`config.mk`:
```
export PLATFORM = sky130hd
export DESIGN_NAME = seq_restoring_divider
export DESIGN_NICKNAME = d
export VERILOG_FILES = /design/src/rtl/seq_restoring_divider_pkg.sv /design/src/rtl/seq_restoring_divider_div_step.sv /design/src/rtl/seq_restoring_divider.sv
export SDC_FILE = /design/constraint.sdc
export NUM_CORES = 1
export LEC_CHECK = 0
export BUFFER_PORTS_ARGS = -buffer_cell sky130_fd_sc_hd__buf_2
export CORE_AREA = 8 8 65 67
export CTS_BUF_LIST = sky130_fd_sc_hd__clkbuf_8 sky130_fd_sc_hd__clkbuf_16
export CTS_CLUSTER_DIAMETER = 80
export DETAILED_ROUTE_END_ITERATION = 16
export DIE_AREA = 0 0 73 75
export PLACE_DENSITY = 0.82
export SLEW_MARGIN = 20
export SYNTH_ARGS = -nofsm -noshare
export SYNTH_HDL_FRONTEND = slang
export SYNTH_SLANG_ARGS = --single-unit
```
`constraint.sdc`:
```
create_clock -name clk -period 2.4 [get_ports clk]
set_input_delay 0.48 -clock clk [delete_from_list [all_inputs] [get_ports clk]]
set_output_delay 0.48 -clock clk [all_outputs]
set_load 0.02 [all_outputs]
```
`src/rtl/seq_restoring_divider_pkg.sv`:
```
// divider_pkg: shared FSM encoding and constants for the sequential restoring divider
package divider_pkg;
  typedef enum logic [1:0] {ST_IDLE = 2'd0, ST_CALC = 2'd1, ST_DBZ = 2'd2} state_t;
  localparam int MAX_WIDTH = 16;
  localparam logic [MAX_WIDTH-1:0] DBZ_QUOTIENT = '1;
endpackage

```
`src/rtl/seq_restoring_divider_div_step.sv`:
```
// div_step: one combinational restoring iteration (shift in next dividend bit, trial subtract)
module div_step #(
  parameter int WIDTH = 4
) (
  input  logic [WIDTH:0]   r,
  input  logic             q_msb,
  input  logic [WIDTH-1:0] d,
  output logic [WIDTH:0]   r_next,
  output logic             q_bit
);
  logic [WIDTH+1:0] shifted;
  logic [WIDTH+1:0] trial;
  // one guard bit above the shifted remainder makes the trial's msb a clean borrow flag
  always_comb begin
    shifted = {r, q_msb};
    trial   = shifted - {2'b0, d};
    q_bit   = ~trial[WIDTH+1];
    r_next  = q_bit ? trial[WIDTH:0] : shifted[WIDTH:0];
  end
endmodule

```
`src/rtl/seq_restoring_divider.sv`:
```
// seq_restoring_divider: unsigned restoring divider, one quotient bit per clock, start/busy/done handshake
module seq_restoring_divider
  import divider_pkg::*;
#(
  parameter int WIDTH = 4
) (
  input  logic             clk,
  input  logic             rst_n,
  input  logic             start,
  input  logic [WIDTH-1:0] dividend,
  input  logic [WIDTH-1:0] divisor,
  output logic             busy,
  output logic             done,
  output logic [WIDTH-1:0] quotient,
  output logic [WIDTH-1:0] remainder,
  output logic             div_by_zero
);
  localparam logic [4:0] LAST = 5'(WIDTH - 1);
  state_t           state;
  logic [WIDTH-1:0] q;
  logic [WIDTH-1:0] d;
  logic [WIDTH:0]   r;
  logic [WIDTH:0]   r_next;
  logic             q_bit;
  logic [4:0]       cnt;
  div_step #(.WIDTH(WIDTH)) u_step (
    .r      (r),
    .q_msb  (q[WIDTH-1]),
    .d      (d),
    .r_next (r_next),
    .q_bit  (q_bit)
  );
  // q doubles as the dividend shifter: its msb feeds the step while quotient bits enter at the lsb
  always_ff @(posedge clk or negedge rst_n) begin
    if (!rst_n) begin
      state       <= ST_IDLE;
      q           <= '0;
      d           <= '0;
      r           <= '0;
      cnt         <= '0;
      busy        <= 1'b0;
      done        <= 1'b0;
      quotient    <= '0;
      remainder   <= '0;
      div_by_zero <= 1'b0;
    end else begin
      done <= 1'b0;
      case (state)
        ST_IDLE: if (start) begin
          q     <= dividend;
          d     <= divisor;
          r     <= '0;
          cnt   <= '0;
          busy  <= 1'b1;
          state <= (divisor == '0) ? ST_DBZ : ST_CALC;
        end
        ST_CALC: begin
          r   <= r_next;
          q   <= {q[WIDTH-2:0], q_bit};
          cnt <= cnt + 5'd1;
          if (cnt == LAST) begin
            quotient    <= {q[WIDTH-2:0], q_bit};
            remainder   <= r_next[WIDTH-1:0];
            div_by_zero <= 1'b0;
            done        <= 1'b1;
            busy        <= 1'b0;
            state       <= ST_IDLE;
          end
        end
        ST_DBZ: begin
          quotient    <= DBZ_QUOTIENT[WIDTH-1:0];
          remainder   <= q;
          div_by_zero <= 1'b1;
          done        <= 1'b1;
          busy        <= 1'b0;
          state       <= ST_IDLE;
        end
        default: state <= ST_IDLE;
      endcase
    end
  end
endmodule

```
# After elaboration in Yosys (flattened, before gate mapping)
# Cells that the tools add are included.
# totals
in_bits	11
wordCells	48
register_bits	31
# classes
reduce_logical	10
add_sub_neg	2
n_eq_ne	5
bitwise_logic	1
muxes	20
# ops
operator	n
case mux 4 bit (2 select lines)	3
case mux 5 bit (2 select lines)	2
2-to-1 mux 4 bit	3
2-to-1 mux 5 bit	2
AND reduction 2 bit	4
2-to-1 mux 2 bit	3
subtractor 6 x 4 -> 6 bit	1
adder 5 x 1 -> 5 bit, second input constant	1
equality test 5 x 2 -> 1 bit, second input constant	1
logical NOT 4 bit	1
inequality test 2 bit, second input constant	2
case mux 1 bit (2 select lines)	2
case mux 2 bit (2 select lines)	1
nonzero test 2 bit	2
2-to-1 mux 1 bit	3
case mux 1 bit (3 select lines)	1
AND reduction 3 bit	1
nonzero test 3 bit	1
equality test 2 x 1 -> 1 bit, second input constant	1
equality test 2 bit, second input constant	1
logical NOT 2 bit	1
NOT 1 bit	1

# Depth between registers and ports, before layout
# Gate-level depths: netlist of run 1.
# depth
ltp_word	4
depth_mapped	9

# By module
# A second synthesis of run 1 with hierarchy kept.
# hier_totals
cells_unflattened	182
area_unflattened_um2	1905.6
# modules_own_cells
mod	seq_area_each_um2	area_each_um2	instances	cells_per_inst
seq_restoring_divider	775.7	1561.5	1	145
div_step	0.0	344.1	1	37

# Worst setup path before layout of run 1
# No wires, ideal clock.
# synth_path
path_kind	register to register
start	register r[2]
end	register remainder[0]
path_slack_ns	0.534
stages_incl_launch_ff	7
arrival_time_ns	1.792
path_buffers	0
cell_sequence	dfrtp_1 -> ha_1 -> or4_1 -> nand2_1 -> nor3_4 -> mux2_4 -> o21ai_2
# synth_via
elab_chain_len	4
# synth_rtl
element	line_no	rtl
start, declared	seq_restoring_divider.sv:22	logic [WIDTH:0] r;
start signal, assigned	seq_restoring_divider.sv:58	r <= r_next;
subtractor 6 x 4 -> 6 bit	seq_restoring_divider_div_step.sv:16	trial = shifted - {2'b0, d};
2-to-1 mux 5 bit	seq_restoring_divider_div_step.sv:18	r_next = q_bit ? trial[WIDTH:0] : shifted[WIDTH:0];
2-to-1 mux 4 bit	seq_restoring_divider.sv:61	if (cnt == LAST) begin
case mux 4 bit (2 select lines)	seq_restoring_divider.sv:48	case (state)
end signal, assigned	seq_restoring_divider.sv:63	remainder <= r_next[WIDTH-1:0];
end signal, assigned	seq_restoring_divider.sv:72	remainder <= q;
end, declared	seq_restoring_divider.sv:15	output logic [WIDTH-1:0] remainder,
# No other way between the ends. The select of a mux whose other input is x is not followed.
# A chain may end at the register's enable or synchronous reset.

# Final worst setup path of run 1
# layout_path
start	register q[3]
end	register r[4]
# layout_via
elab_chain_len	3
# layout_rtl
element	line_no	rtl
start, declared	seq_restoring_divider.sv:20	logic [WIDTH-1:0] q;
start signal, assigned	seq_restoring_divider.sv:50	q <= dividend;
start signal, assigned	seq_restoring_divider.sv:59	q <= {q[WIDTH-2:0], q_bit};
subtractor 6 x 4 -> 6 bit	seq_restoring_divider_div_step.sv:16	
2-to-1 mux 5 bit	seq_restoring_divider_div_step.sv:18	
case mux 5 bit (2 select lines)	seq_restoring_divider.sv:48	
# No other way between the ends.

==> summary.md, run 1 <==
| Metric | Value |
|---|---|
| Simple-gate share of the synthesized area | 0.165 |
| Hpwl dp | about 2.8 mm |
| Register bit total from synthesis | 31 |
| All-layer global routing usage | 0.153 |
| Antenna diodes | 0 |
| Setup crit end kind | flip-flop |
| H-tree depth | 2 |
| CTS tree | done |
| Synthesized Nets | about 190 |
| Worst endpoint required time | approximately 2.6 ns |
| Die footprint | approximately 5500 um^2 |
| Reg clk slew, reported paths | around 0.070 ns |
| Synth Area in XOR/XNOR | 0.0201 |
| Post-CTS sizing | 0 |
| Top cells by area, synth | dfrtp_1 45%, ha_1 6.5%, mux2i_1 6.3%, o21ai_0 4.3%, nand2_1 3.9% |
| Register area share after synthesis | 0.446 |
| Reg2reg start | q[3] |
| Final slew viol count | 0 |
| Initial antenna violation count | 0 |
| Pleak | 0.900 nW |
| I/O Buffers | 21 |
| Setup TNS | 0 ns |
| GP Congestion | just over 0.8 |
| Synth Area in Compound Gates | 0.164 |
| Post-synth EDFFs | 0 |
| Die Ht | between 70 and 80 um |
| Mapped Area | 1740 um^2 |
| WL/cell | 15.0 um |
| Synth warn | 0 |
| Core Box Area | 3230 um^2 |
| Hold Vio Cnt, Final | 0 |
| Grt ovf | 0 |
| Area growth, synth to finish | 14.3% |
| Most common cell in the netlist | dfrtp_1 |
| Setup Buffers After CTS | 0 |
| Largest family of logic cells by synthesized area | simple AND/OR/NAND/NOR gates |
| Starting density of the core | 0.539 |
| Hold Buf Count CTS | 0 |
| Worst skew pair latency | around 0.29 ns |
| Slew margin rel. | 0.548 |
| First-pass GRT wire length | between 6 and 7 mm |
| RSZ-0062 raised after global routing | no |
| Worst Skew | 0.00771 ns |
| Layout cells sized above 1 | 0.232 |
| Setup CP Type | flip-flop to flip-flop |
| Mux cell area share after synthesis | 0.0978 |
| Worst r2r dst | r[4] |
| Fmax | roughly 480 MHz |
| Fin crit share | 0.874 |
| # IOs | 22 |
| Post-route DRC | 0 |
| CTS buffer count | 5 |
| Initial drt markers | 45 |
| Max-Cap Viols | 0 |
| Drt via density | roughly 5.5 |
| Hold Slack | ~0.23 ns |
| Worst R2R Path Depth | 9 |
| Drt pass-1 iters | 4 |
| Primary FF master, synth | dfrtp_1 |
| Core Rows | 21 |
| Vias | 1350 |
| Final #Nets | 218 |
| Startpoint type of the worst setup path | flip-flop |
| Max VDD drop | between 0.6 and 0.7 mV |
| Clock Path Buffers | 2 |
| Clock sink count | 31 |
| Commonest cells post-synth | 31 x dfrtp_1, 18 x nand2_1, 15 x o21ai_0, 12 x a21oi_1, 11 x mux2i_1 |
| Synth Area in Adders | 0.0762 |
| Worst slew pin tran | between 0.6 and 0.7 ns |
| Die width | 73 um |
| Vias in the first global route | about 1400 |
| Netlist cell types | 41 |
| Post-Synthesis Cells | between 150 and 200 |
| Hold Path Class | primary input to async pin |
| Yosys top cell area share | 0.446 |
| Final wirelength | between 3 and 4 mm |
| Status | finished clean |
| Arrival @ worst endpoint | around 2.3 ns |
| Area leader, netlist | dfrtp_1 |
| Largest net degree at the start of global routing | 32 |
| Setup violators final | 0 |
| Detail Route Antenna Nets | 0 |
| Peak fanout along the critical path | 3 |
| CTS root buf | clkbuf_8 |
| Final critical-path required period | around 2.1 ns |
| Avg Inst Size Synth | 10.1 um^2 |
| Share of flip-flops with an asynchronous set or reset | 1.00 |
| R2r setup slk | 0.30 ns |
| PwrDens | 1250 nW/um^2 |
per-layer routing:
metal | track usage | routed length, um | up-vias
met1 | 0.154 | 1490 | 655
met4 | 0.0800 | 78 | 0
met3 | 0.0479 | 145 | 6
met2 | 0.279 | 1940 | 18
met5 | 0 | 0 | -
li1 | - | - | 671
per-stage QoR:
| stage | utilization | setup WS [ns] | cell area [um^2] | instances | power (mW) |
|---|---|---|---|---|---|
| floorplan | - | 0.534 | 1740 | 172 | 1.77 |
| global placement | 0.590 | 0.386 | 1910 | 236 | 2.04 |
| detailed placement | 0.590 | 0.310 | 1910 | 236 | 2.11 |
| CTS | 0.616 | 0.292 | 1990 | 244 | 2.52 |
| global route | 0.616 | 0.131 | 1990 | 244 | 2.69 |
| finish | 0.616 | 0.302 | 1990 | 244 | 2.49 |
registers in the layout (all words and copies together), names as in the netlist:
signal,flops
busy,1
cnt,5
d,4
div_by_zero,1
done,1
q,4
quotient,4
r,5
remainder,4
state,2
logic make-up (layout without fill, tap and decap cells):
kind of cell / count (synthesis) / in the layout
adders and majority gates: 10 / 10
xor gates and xnor gates: 4 / 4
buffers and inverters: 14 / 40
and+or+nand+nor: 50 / 50
AOI/OAI and AO/OA: 47 / 47
DFF: 31 / 31
muxes: 16 / 16
power breakdown:
part	switching [mW]	internal (mW)
Clock	0.197	0.198
Sequential	0.152	0.697
Combinational	0.702	0.544
Total	1.05	1.44
cells in the final DEF, fill, tap and decap left out, drive strengths merged, types with 2 or more instances in the layout:
| cell | instances |
|---|---|
| o21ai | 18 |
| o31ai | 2 |
| clkbuf | 5 |
| ha | 9 |
| o21a | 2 |
| a22o | 4 |
| buf | 25 |
| dfrtp | 31 |
| mux2 | 5 |
| a31oi | 2 |
| o22ai | 4 |
| nand3b | 3 |
| inv | 7 |
| a21oi | 12 |
| nand3 | 3 |
| clkinv | 3 |
| nor2b | 2 |
| nand2b | 3 |
| nor3 | 6 |
| nand2 | 18 |
| mux2i | 11 |
| xor2 | 3 |
| nor2 | 5 |
| nand4 | 2 |
| nor4b | 2 |
worst max-delay path by stage:
stage          startpoint            to  slack (ns)  depth (start not counted)
3_3_place_gp         r[1]  remainder[0]        0.39                          6
2_1_floorplan        r[2]  remainder[0]        0.53                          6
6_report             q[3]          r[4]        0.30                          9
5_1_grt              q[3]          r[4]        0.13                          9
3_5_place_dp         q[3]          r[4]        0.31                          9
4_1_cts              q[3]          r[4]        0.29                          9
layout make-up:
type                            instances  area (um^2)
Inverter                                7         26.3
Fill cell                             282         1240
Sequential cell                        31          776
Tap cell                               46         57.6
Clock inverter                          3         15.0
Multi-Input combinational cell        127          911
Timing Repair Buffer                   25          135
Clock buffer                            5         68.8
critical path: stages (launching register included):
cell	delay (ns)
dfrtp_1	0.38
inv_1	0.10
ha_1	0.19
inv_1	0.06
fa_1	0.40
a21o_1	0.18
a21oi_1	0.16
nor4b_2	0.28
xnor2_1	0.15
o21ai_0	0.08
No activity file was read; power rests on OpenSTA's default activity.
==> run 2: changes to the inputs <==
--- a/config.mk
+++ b/config.mk
@@ -6,12 +6,13 @@
 export NUM_CORES = 1
 export LEC_CHECK = 0
 export BUFFER_PORTS_ARGS = -buffer_cell sky130_fd_sc_hd__buf_2
-export CORE_AREA = 8 8 65 67
+export CORE_AREA = 8 8 74 76
 export CTS_BUF_LIST = sky130_fd_sc_hd__clkbuf_8 sky130_fd_sc_hd__clkbuf_16
 export CTS_CLUSTER_DIAMETER = 80
 export DETAILED_ROUTE_END_ITERATION = 16
-export DIE_AREA = 0 0 73 75
-export PLACE_DENSITY = 0.82
+export DIE_AREA = 0 0 82 84
+export PLACE_DENSITY = 0.65
+export SKIP_CTS_REPAIR_TIMING = 1
 export SLEW_MARGIN = 20
 export SYNTH_ARGS = -nofsm -noshare
 export SYNTH_HDL_FRONTEND = slang
==> summary.md, run 2 (synthesized netlist as in run 1, its figures left out) <==
| Metric | Value |
|---|---|
| Area growth, synth to finish | 15.2% |
| Setup crit end kind | flip-flop |
| Hold Vio Cnt, Final | 0 |
| PwrDens | roughly 1300 nW/um^2 |
| Core Box Area | 4260 um^2 |
| Pleak | between 0.9 and 1 nW |
| CTS tree | done |
| Largest regs | cnt: 5 flops, r: 5 flops |
| Core Rows | 24 |
| Slew margin rel. | 0.537 |
| Fin crit share | 0.844 |
| Comb power frac | 0.489 |
| CP peak stage delay | about 0.40 ns |
| Setup TNS | 0 ns |
| Worst path bufs/invs | 0 |
| Status | finished clean |
| Grt ovf | 0 |
| Initial drt markers | 67 |
| Critical path cell sequence | ha_1, nand3b_1, and3b_2, nor3_4, mux2_4, o21ai_2 |
| Int Pwr | between 1 and 1.5 mW |
| Worst skew pair latency | roughly 0.28 ns |
| Post-route DRC | 0 |
| Most common cell after layout, fill and taps aside | dfrtp_1 |
| Setup CP Type | flip-flop to flip-flop |
| RSZ-0062 raised after global routing | no |
| Sw frac | 0.410 |
| I/O Buffers | 21 |
| Max-Cap Viols | 0 |
| Final total power | 2.52 mW |
| Die footprint | 6890 um^2 |
| Final critical-path required period | approximately 2.0 ns |
| R2r setup slk | roughly 0.37 ns |
| Detail Route Antenna Nets | 0 |
| Peak fanout along the critical path | 5 |
| Final non-filler cell total | about 250 |
| Reg2reg start | r[1] |
| Antenna diodes | 0 |
| Clock Path Buffers | 2 |
| Worst r2r dst | r[0] |
| Starting density of the core | 0.408 |
| Die Ht | between 80 and 90 um |
| Startpoint type of the worst setup path | flip-flop |
| All-layer global routing usage | 0.113 |
| WL/cell | 14.5 um |
| Drt via density | 5.38 |
| Setup violators final | 0 |
| Commonest non-fill, non-tap cells in the layout | 31 x dfrtp_1, 21 x buf_2, 18 x nand2_1 |
| Vias | about 1300 |
| Arrival @ worst endpoint | approximately 2.2 ns |
| GP Congestion | approximately 0.75 |
| Vias in the first global route | roughly 1300 |
| First-pass GRT wire length | roughly 6.2 mm |
| Final slew viol count | 0 |
| Worst endpoint required time | between 2 and 3 ns |
| H-tree depth | 2 |
| Fmax | between 400 and 500 MHz |
| Final wirelength | 3.61 mm |
| Dpl cells | around 240 |
| Critical path's top delay family | simple AND/OR/NAND/NOR gates |
| Worst Skew | 0.00553 ns |
| Setup WS pre-CTS | a little under 0.4 ns |
| Hpwl dp | roughly 2.6 mm |
| Hold Path Class | primary input to async pin |
| Hold Slack | ~0.24 ns |
| P_sw | just over 1 mW |
| Slowest CP cell | dfrtp_1 |
| Worst slew pin tran | between 0.6 and 0.7 ns |
| Largest net degree at the start of global routing | 32 |
| Die width | between 80 and 90 um |
| Drt pass-1 iters | 4 |
| CTS root buf | clkbuf_8 |
| Clock sink count | 31 |
| Power share of the sequential group | 0.334 |
| Clock share of power | 0.177 |
| Max VDD drop | around 0.31 mV |
| # IOs | 22 |
| Initial antenna violation count | 0 |
| Reg clk slew, reported paths | approximately 0.070 ns |
| CTS buffer count | 5 |
| Final #Nets | roughly 220 |
| Final setup margin | 0.374 ns |
| Layout cells sized above 1 | 0.223 |
| Worst R2R Path Depth | 6 |
## run 2: worst register-to-register path, cell delays in order, from the launching register on
cell,delay [ns]
dfrtp_1,0.40
ha_1,0.35
nand3b_1,0.16
and3b_2,0.27
nor3_4,0.32
mux2_4,0.35
o21ai_2,0.11
## run 2: layout make-up
| class | count | area [um^2] |
|---|---|---|
| Clock buffer | 7 | 96.3 |
| Clock inverter | 1 | 3.75 |
| Fill cell | 402 | 2260 |
| Inverter | 7 | 26.3 |
| Multi-Input combinational cell | 127 | 911 |
| Sequential cell | 31 | 776 |
| Tap cell | 52 | 65.1 |
| Timing Repair Buffer | 24 | 128 |
## run 2: worst max path at each step
stage	cells after the start	start	slack (ns)	endpoint
after CTS	7	d[2]	0.36	r[1]
after global routing	6	r[2]	0.17	remainder[2]
after global placement	6	r[2]	0.38	remainder[0]
after detailed placement	6	r[1]	0.39	r[0]
after floorplan	6	r[2]	0.53	remainder[0]
final	6	r[1]	0.37	r[0]
## run 2: per-layer routing
layer	routed length (um)	vias up	share of wire	global-route usage
met5	0	-	0	0
met4	48	0	0.013	0.0383
met3	199	7	0.055	0.0366
met2	1730	28	0.48	0.169
met1	1630	639	0.45	0.147
li1	-	665	-	-
## run 2: power by group through the flow
stage                     clock, mW  combinational (mW)  sequential (mW)
after floorplan                   0               0.882            0.890
after global placement            0                1.22            0.850
after detailed placement          0                1.23            0.851
after CTS                     0.462                1.25            0.841
after global routing          0.484                1.38            0.867
final                         0.445                1.23            0.841
## run 2: per-stage QoR
| stage | util | instance area [um^2] |
|---|---|---|
| 2_1_floorplan | - | 1740 |
| 3_3_place_gp | 0.447 | 1910 |
| 3_5_place_dp | 0.447 | 1910 |
| 4_1_cts | 0.470 | 2010 |
| 5_1_grt | 0.470 | 2010 |
| 6_report | 0.470 | 2010 |
